`config.mk`:
```
export PLATFORM = sky130hd
export DESIGN_NAME = nor4_vec_counter
export DESIGN_NICKNAME = d
export VERILOG_FILES = /design/src/rtl/nor4_vec_counter.sv
export SDC_FILE = /design/constraint.sdc
export NUM_CORES = 1
export LEC_CHECK = 0
export ABC_AREA = 1
export BUFFER_PORTS_ARGS = -buffer_cell sky130_fd_sc_hd__buf_4
export CAP_MARGIN = 20
export CORE_AREA = 3 3 40 42
export CTS_CLUSTER_DIAMETER = 50
export DETAILED_ROUTE_END_ITERATION = 7
export DIE_AREA = 0 0 43 45
export GPL_TIMING_DRIVEN = 0
export SLEW_MARGIN = 10
export SYNTH_ARGS = -nofsm -noshare
export SYNTH_HDL_FRONTEND = slang
export SYNTH_SLANG_ARGS = --single-unit
```
`constraint.sdc`:
```
create_clock -name clk -period 1.8 [get_ports clk]
set_clock_uncertainty 0.1 [all_clocks]
set_input_delay 0.36 -clock clk [delete_from_list [all_inputs] [get_ports clk]]
set_output_delay 0.36 -clock clk [all_outputs]
set_load 0.02 [all_outputs]
```
`src/rtl/nor4_vec_counter.sv`:
```
// nor4_vec_counter: sweep index register split into operand halves, with last-vector flag
module nor4_vec_counter #(
  parameter int WIDTH = 4
) (
  input  logic             clk,
  input  logic             rst_n,
  input  logic             clr,
  input  logic             inc,
  output logic             last,
  output logic [WIDTH-1:0] a,
  output logic [WIDTH-1:0] b
);
  logic [2*WIDTH-1:0] idx;
  always_ff @(posedge clk or negedge rst_n)
    if (!rst_n) idx <= '0;
    else if (clr) idx <= '0;
    else if (inc) idx <= idx + (2*WIDTH)'(1);
  assign last = &idx;
  assign {a, b} = idx;
endmodule

```
Word level (Yosys, flattened, before mapping)
Cells that the tools add are included.
{"block": "op_classes", "addsub": 1, "n_mul": 0, "div_mod_pow": 0, "magnitude_cmp": 0, "eq_ne": 0, "n_shift": 0, "n_mux": 2, "bitwise": 0, "reduce_logical": 2}
{"cell": "$mux 8", "n": 2}
{"cell": "$add 8x1->8 const B", "n": 1}
{"cell": "$reduce_and 8->1", "n": 1}
{"cell": "$reduce_bool 2->1", "n": 1}
{"block": "totals", "register_bits": 8, "latchBits": 0, "ram_bits": 0, "mem_bits_ro": 0, "inputBits": 4, "out_inout_bits": 9, "word_cells": 6, "memories": 0}

Depth between registers and ports, before layout
Gate-level depths: netlist (run 1).
{"block": "depth", "depth_word": 3, "depth_mapped": 7, "depth_no_buf": 7}

Worst setup path before layout (run 1)
No wires, ideal clock.
{"block": "synth_path", "path_type": "reg2out", "from": "register idx[1]", "to": "output port last", "arrival_time_ns": 1.122, "t_required_ns": 1.340, "slack_ns": 0.218, "stages_incl_launch_ff": 5, "n_path_buf": 0, "cell_sequence": "dfrtp_1 -> ha_1 -> nand2_1 -> inv_1 -> and3_1"}
{"block": "synth_between", "elab_chain_cells": 1}
{"item": "from (decl)", "line_no": "13", "source": "logic [2*WIDTH-1:0] idx;"}
{"item": "from (signal assigned)", "line_no": "17", "source": "else if (inc) idx <= idx + (2*WIDTH)'(1);"}
{"item": "$reduce_and 8->1", "line_no": "18", "source": "assign last = &idx;"}
{"item": "to (decl)", "line_no": "9", "source": "output logic last,"}
Every way passes these cells.

Worst setup path in the final report (run 1)
Same ends and word-level chain as after synthesis.

==> Flow_metrics.wiki, run 1 <==
{| class="wikitable"
! Metric !! Value
|-
| Post-layout power || around 370 µW
|-
| Registers with the highest flip-flop counts || idx x8
|-
| Critical path endpoint category || primary output
|-
| Max capacitance violation total || 0
|-
| Chip Height || 45 µm
|-
| Post-Route WL || roughly 960 µm
|-
| Leak Pwr || just over 0.0003 µW
|-
| Fill cells || around 140
|-
| Area of combinational cells with multiple inputs || 199 µm²
|-
| CORE AREA || roughly 1300 µm²
|-
| Flip-flop cell with the highest count after synthesis || sky130_fd_sc_hd__dfrtp_1
|-
| Hold Crit Class || input pin to register
|-
| Area grow syn2layout || 38.1%
|-
| Via count of the first global-routing pass || roughly 370
|-
| Worst IR drop on VDD || 0.000400 V
|-
| Number of distinct library cells after synthesis || 14
|-
| IO Count || 13
|-
| Required @ worst endpoint || 1340 ps
|-
| Top post-synthesis cells by area || sky130_fd_sc_hd__dfrtp_1, sky130_fd_sc_hd__nand2_1, sky130_fd_sc_hd__nand3_1, sky130_fd_sc_hd__inv_1, sky130_fd_sc_hd__nor2_1
|-
| DRC Markers || 0
|-
| Status || finished clean
|-
| Number of synthesized flops with an enable pin || 0
|-
| Worst hold slack || 276 ps
|-
| Post-synthesis simple-gate area fraction || about 33%
|-
| Sequential cell area || 200 µm²
|-
| Dominant combinational cell family by area after synthesis || simple AND/OR/NAND/NOR gates
|-
| Synth area leader || sky130_fd_sc_hd__dfrtp_1
|-
| Worst slew margin relative to its limit || between 80 and 90%
|-
| Buffers added on ports || 12
|-
| Min-Delay Startpoint || inc
|-
| Xor/xnor share of the synthesized area || 0%
|-
| Setup repair after global routing missed its margin || false
|-
| Worst Reg-to-Reg Cells || 6
|-
| Total routing resource utilization after global routing || between 10% and 20%
|-
| Post-synth design cell area || about 420 µm²
|-
| Nets || slightly above 80
|-
| TritonRoute pass-1 iters || 4
|-
| Die area || approximately 1900 µm²
|-
| Share of the clock period used by the worst path || between 90 and 100%
|-
| Hold path cells || 3
|-
| Clock Root Buffer || sky130_fd_sc_hd__clkbuf_4
|-
| Period minus WS final || approximately 1700 ps
|-
| Setup total negative slack || 0 ps
|-
| Number of warnings issued by yosys || 0
|-
| Leading cell types by count after synthesis || sky130_fd_sc_hd__nand2_1, sky130_fd_sc_hd__dfrtp_1, sky130_fd_sc_hd__inv_1, sky130_fd_sc_hd__nor2_1, sky130_fd_sc_hd__nand3_1
|-
| Transition time at the pin with the least slew margin || between 150 and 200 ps
|-
| Row Count || 13
|-
| Crit Path Max Fanout || 4
|-
| Mux share of post-synthesis cell area || 0%
|-
| Adder and majority cell fraction of the synthesized area || under 10%
|-
| X dimension of the die || between 40 and 50 µm
|-
| Total CTS buffers || 3
|-
| Clock buffer depth || 2
|-
| Share of the synthesized area in the top cell type || between 40 and 50%
|-
| Final setup violation count || 0
|-
| Asr flop ratio synth || between 90% and 100%
|-
| ANT cells || 0
|-
| DRT iter0 DRCs || 12
|-
| Top reg by flops || idx
|-
| Starting density of the core || approximately a third
|-
| Final Hold Fails || 0
|-
| Fraction of final layout cells with drive strength greater than 1 || roughly a third
|-
| Weighted congestion reported at the end of routability-driven placement || ~0.75
|-
| Post-Syn Nets || 62
|-
| R2R Path Start || idx[1]$_DFFE_PN0P_
|-
| Wire length per cell || 10.6 µm
|-
| Largest net degree at the start of global routing || 9
|-
| Later-pin clock latency in the skew report || around 250 ps
|-
| Startpoint class of the critical path || register
|-
| Slew Viols, Final || 0
|-
| Maximum achievable frequency || between 500 and 600 MHz
|-
| FF-to-FF setup slack || approximately 580 ps
|-
| CP arrival || 1270 ps
|-
| TritonCTS clock tree || built
|-
| Avg Synthesized Cell Area || roughly 7.4 µm²
|-
| Post-synthesis register bit count || 8
|-
| HPWL after detailed placement || between 700 and 800 µm
|-
| Number of flip-flops under the largest register name || 8
|-
| Total number of vias || 420
|-
| Most used standard cell by instance count after synthesis || sky130_fd_sc_hd__nand2_1
|-
| Global route total overflow || 0
|-
| Gate count after technology mapping || 57
|-
| Clock-pin slew on the worst setup and hold paths || 50 ps
|-
| Number of antenna violations at the first check in global routing || 0
|-
| Endpoint of the worst-slack reg-to-reg timing path || idx[7]$_DFFE_PN0P_
|-
| Vias/cell || approximately 4.7
|-
| Power Density || around 630 nW/µm²
|-
| Antenna viol nets, final || 0
|-
| First-pass GRT wire length || around 1600 µm
|-
| Share of the yosys chip area belonging to registers || approximately 47%
|-
| H-tree levels || 1
|-
| Compound-cell area share of the yosys netlist || under 10%
|-
| Hold worst-path end || idx[1]$_DFFE_PN0P_
|-
| Number of clock sinks || 8
|-
| Worst Setup Path Type || register to primary output
|}
-- layout make-up --
cell class | count | area share (%)
flip-flops and latches | 8 | 34.2
multi-input cells | 41 | 34.0
repair buffers | 15 | 19.7
inverters | 8 | 5.13
clock buffers | 3 | 3.85
well taps | 15 | 3.21
-- logic make-up after synthesis --
group	count (synthesis)
fa+ha+maj	1
flops	8
compound gates	8
simple gates	32
buf+inv	8
-- per-stage QoR --
stage / std cells / area [µm²] / setup WS [ps] / utilization [%]
finish: 90 / 586 / 67.7 / 45.6
detailed placement: 84 / 533 / 226 / 41.5
floorplan: 57 / 424 / 218 / -
global placement: 84 / 533 / 226 / 41.5
CTS: 90 / 581 / 8.33 / 45.2
global route: 90 / 586 / 17.8 / 45.6
-- worst max path at each step --
stage               slack (ps)  endpoint          startpoint
global route                20      last  idx[0]$_DFFE_PN0P_
finish                      70      last  idx[1]$_DFFE_PN0P_
CTS                          8      last  idx[0]$_DFFE_PN0P_
global placement           230      last  idx[0]$_DFFE_PN0P_
floorplan                  220      last  idx[1]$_DFFE_PN0P_
detailed placement         230      last  idx[0]$_DFFE_PN0P_
-- worst max-delay path, stage by stage, from the launching register on --
cell	delay [ps]
sky130_fd_sc_hd__dfrtp_1	390
sky130_fd_sc_hd__ha_2	190
sky130_fd_sc_hd__nand2_2	80
sky130_fd_sc_hd__inv_2	50
sky130_fd_sc_hd__and3_1	170
sky130_fd_sc_hd__buf_4	150
-- cell usage in the layout, fill, tap and decap left out, drive strengths merged, types with 3 or more instances in the layout --
| cell | n |
|---|---|
| dfrtp | 8 |
| inv | 8 |
| o21ai | 4 |
| buf | 14 |
| clkbuf | 3 |
| nor2 | 10 |
| a21oi | 4 |
| nand3 | 6 |
| nand2 | 13 |
-- what timing repair did --
item / CTS / global route
endpoints found under the setup margin: 1 / 1
endpoints found under the hold margin: 8 / 0
resized for setup: 1 / 2
buffers inserted: 2 / 0
pin swaps: 0 / 0
hold buffers: 1 / 0
-- routing by layer --
metal	share of wire [%]	track usage (%)	vias up
met5	0	0	-
met4	1.0	5.42	0
met3	9.3	7.17	2
met2	48	18.9	18
met1	42	12.6	178
li1	-	-	222
-- report_power, final --
group          switching [µW]  internal (µW)
Combinational            27.0           21.1
Clock                    57.4           76.0
Sequential               3.10            184
Power figures use the tool's default switching activity.
==> run 2, diff against run 1 <==
--- a/config.mk
+++ b/config.mk
@@ -9,10 +9,13 @@
 export BUFFER_PORTS_ARGS = -buffer_cell sky130_fd_sc_hd__buf_4
 export CAP_MARGIN = 20
 export CORE_AREA = 3 3 40 42
+export CTS_BUF_LIST = sky130_fd_sc_hd__clkbuf_16
 export CTS_CLUSTER_DIAMETER = 50
 export DETAILED_ROUTE_END_ITERATION = 7
 export DIE_AREA = 0 0 43 45
 export GPL_TIMING_DRIVEN = 0
+export MAX_ROUTING_LAYER = met4
+export REMOVE_ABC_BUFFERS = 1
 export SLEW_MARGIN = 10
 export SYNTH_ARGS = -nofsm -noshare
 export SYNTH_HDL_FRONTEND = slang
==> run 2 against run 1 <==
Worst setup slack worse by 22 ps. Register-to-register slack is essentially flat. Worst hold slack improved by 22 ps. Cell area grew 8.1%. Die area is the same. Combinational power hardly changed. Sequential power hardly changed. Sequential share of layout area decreased by 2.6 points. Global-route usage rose by 1.1 points.
==> Flow_metrics.wiki, run 2 (synthesis results as in run 1) <==
{| class="wikitable"
! Metric !! Value
|-
| Status || finished clean (unchanged)
|-
| Post-Route WL || 1020 µm (was 958 µm)
|-
| Buffers added on ports || 12 (unchanged)
|-
| Clock Root Buffer || sky130_fd_sc_hd__clkbuf_16 (was sky130_fd_sc_hd__clkbuf_4)
|-
| Largest net degree at the start of global routing || 9 (unchanged)
|-
| X dimension of the die || 43 µm (unchanged)
|-
| Most used cells in the layout excluding fill and tap cells || sky130_fd_sc_hd__buf_4, sky130_fd_sc_hd__nand2_1, sky130_fd_sc_hd__dfrtp_1 (unchanged)
|-
| Registers with the highest flip-flop counts || idx x8 (unchanged)
|-
| Final setup violation count || 0 (unchanged)
|-
| H-tree levels || 1 (unchanged)
|-
| Clock-pin slew on the worst setup and hold paths || 30 ps (was 50 ps)
|-
| Startpoint class of the critical path || register (unchanged)
|-
| Global route total overflow || 0 (unchanged)
|-
| Number of cells in the finished layout apart from fillers || 90 (unchanged)
|-
| Part of the power in combinational logic || 8.0% (was 13.1%)
|-
| DRT iter0 DRCs || 13 (was 12)
|-
| Maximum achievable frequency || 570 MHz (was 577 MHz)
|-
| Post-layout power || 608 µW (was 369 µW)
|-
| Wire length per cell || 11.3 µm (was 10.6 µm)
|-
| Number of antenna violations at the first check in global routing || 0 (unchanged)
|-
| Total CTS buffers || 3 (unchanged)
|-
| Worst Reg-to-Reg Cells || 6 (unchanged)
|-
| Number of flip-flops under the largest register name || 8 (unchanged)
|-
| Share of the clock period used by the worst path || 97.5% (was 96.2%)
|-
| Proportion of power drawn by flip-flops and latches || 30.9% (was 50.8%)
|-
| DR top layer || met4 (unchanged)
|-
| Final design area excluding fillers || 633 µm² (was 586 µm²)
|-
| Vias/cell || 4.61 (was 4.67)
|-
| First-pass GRT wire length || 1640 µm (was 1600 µm)
|-
| Leak Pwr || 0.000330 µW (was 0.000305 µW)
|-
| ANT cells || 0 (unchanged)
|-
| Hold path cells || 3 (unchanged)
|-
| Required @ worst endpoint || 1340 ps (about the same)
|-
| Starting density of the core || 33.0% (unchanged)
|-
| Total number of vias || 415 (was 420)
|-
| Chip Height || 45 µm (unchanged)
|-
| Total routing resource utilization after global routing || 13.0% (was 11.8%)
|-
| Setup repair after global routing missed its margin || false (unchanged)
|-
| Net switching power of the design || 116 µW (was 87.6 µW)
|-
| Switching Share || 19.1% (was 23.7%)
|-
| Internal power consumption || 492 µW (was 281 µW)
|-
| Fraction of final layout cells with drive strength greater than 1 || 29.3% (was 32.0%)
|-
| Nets || 82 (unchanged)
|-
| Critical path endpoint category || primary output (unchanged)
|-
| Top reg by flops || idx (unchanged)
|-
| Area grow syn2layout || 49.3% (was 38.1%)
|-
| HPWL after detailed placement || 734 µm (unchanged)
|-
| Max capacitance violation total || 0 (unchanged)
|-
| Portion of total power attributed to the clock network || 61.1% (was 36.2%)
|-
| Die area || 1940 µm² (unchanged)
|-
| Cell area after placement || 533 µm² (unchanged)
|-
| Routed length on met3 || 82 µm (was 89 µm)
|-
| CORE AREA || 1280 µm² (unchanged)
|-
| Clock buffer depth || 2 (unchanged)
|-
| Worst slew margin relative to its limit || 88.1% (was 87.8%)
|-
| Power Density || 960 nW/µm² (was 630 nW/µm²)
|-
| IO Count || 13 (unchanged)
|-
| TritonRoute pass-1 iters || 4 (unchanged)
|-
| Row Count || 13 (unchanged)
|-
| FF-to-FF setup slack || 590 ps (was 580 ps)
|-
| Via count of the first global-routing pass || 368 (unchanged)
|-
| TritonCTS clock tree || built (unchanged)
|-
| Weighted congestion reported at the end of routability-driven placement || 0.757 (was 0.747)
|-
| Number of placed instances with taps included || 84 (unchanged)
|-
| CP arrival || 1290 ps (was 1270 ps)
|-
| Number of clock sinks || 8 (unchanged)
|-
| Detailed-routed wire length on met2 || 489 µm (was 457 µm)
|-
| Crit Path Max Fanout || 4 (unchanged)
|-
| Worst Setup Path Type || register to primary output (unchanged)
|-
| Period minus WS final || 1750 ps (was 1730 ps)
|-
| Most common cell after layout, fill and taps aside || sky130_fd_sc_hd__buf_4 (unchanged)
|-
| Final Hold Fails || 0 (unchanged)
|-
| DRC Markers || 0 (unchanged)
|-
| Hold Crit Class || input pin to register (unchanged)
|-
| Met1 Wirelength || 434 µm (was 401 µm)
|-
| Setup total negative slack || 0 ps (unchanged)
|-
| Antenna viol nets, final || 0 (unchanged)
|-
| Transition time at the pin with the least slew margin || 178 ps (was 183 ps)
|-
| Later-pin clock latency in the skew report || 230 ps (was 250 ps)
|-
| Slew Viols, Final || 0 (unchanged)
|-
| Worst IR drop on VDD || 0.000593 V (was 0.000400 V)
|}
-- run 2: changes by cell type in the layout (fill, tap and decap cells not counted) --
cell,before,now
sky130_fd_sc_hd__clkbuf_16,0,3
sky130_fd_sc_hd__clkbuf_4,3,0
sky130_fd_sc_hd__ha_1,0,1
sky130_fd_sc_hd__ha_2,1,0
sky130_fd_sc_hd__nand2_1,12,13
sky130_fd_sc_hd__nand2_2,1,0
-- run 2: cell type report --
class | instances | area (µm²)
fill | 135 | 652
sequential | 8 | 200
multi-input combinational | 41 | 194
timing repair buffer | 15 | 115
clock buffer | 3 | 75.1
inverter | 8 | 30.0
tap | 15 | 18.8
-- run 2: power groups by stage --
stage / Sequential (µW) / Clock [µW] / Combinational, µW
3_5_place_dp: 192 / 0 / 39.3
5_1_grt: 188 / 393 / 53.7
4_1_cts: 187 / 383 / 48.6
2_1_floorplan: 196 / 0 / 14.6
3_3_place_gp: 192 / 0 / 39.2
6_report: 188 / 372 / 48.5
-- run 2: critical path: stages, from the launching register on --
cell                      delay [ps]
sky130_fd_sc_hd__dfrtp_1         370
sky130_fd_sc_hd__ha_1            210
sky130_fd_sc_hd__nand2_1         100
sky130_fd_sc_hd__inv_2            60
sky130_fd_sc_hd__and3_1          170
sky130_fd_sc_hd__buf_4           150
-- run 2: path summary, 6_finish.rpt --
check / startpoint / end
max: idx[0]$_DFFE_PN0P_ / last
min: inc / idx[1]$_DFFE_PN0P_
max reg2reg: idx[1]$_DFFE_PN0P_ / idx[7]$_DFFE_PN0P_
min reg2reg: idx[5]$_DFFE_PN0P_ / idx[5]$_DFFE_PN0P_
max in group asynchronous: rst_n / idx[4]$_DFFE_PN0P_
min in group asynchronous: rst_n / idx[5]$_DFFE_PN0P_
-- run 2: per-stage QoR --
step	setup WS, ps	hold WS, ps	utilization [%]
CTS	20.3	297	49.3
floorplan	218	-35.6	-
global placement	226	87.2	41.5
detailed placement	226	84.9	41.5
global route	0.183	303	49.3
finish	45.7	298	49.3
-- run 2: timing repair --
| action | 4_1_cts | 5_1_grt |
|---|---|---|
| setup endpoints to repair | 1 | 1 |
| hold buffers | 1 | 0 |
| endpoints found under the hold margin | 8 | 0 |
| buffers inserted | 2 | 0 |
| resized for setup | 0 | 1 |
-- run 2: routing by layer --
metal,up-vias,GRT usage [%]
met3,2,7.17
li1,222,-
met4,0,9.04
met5,-,-
met2,14,19.2
met1,177,13.1
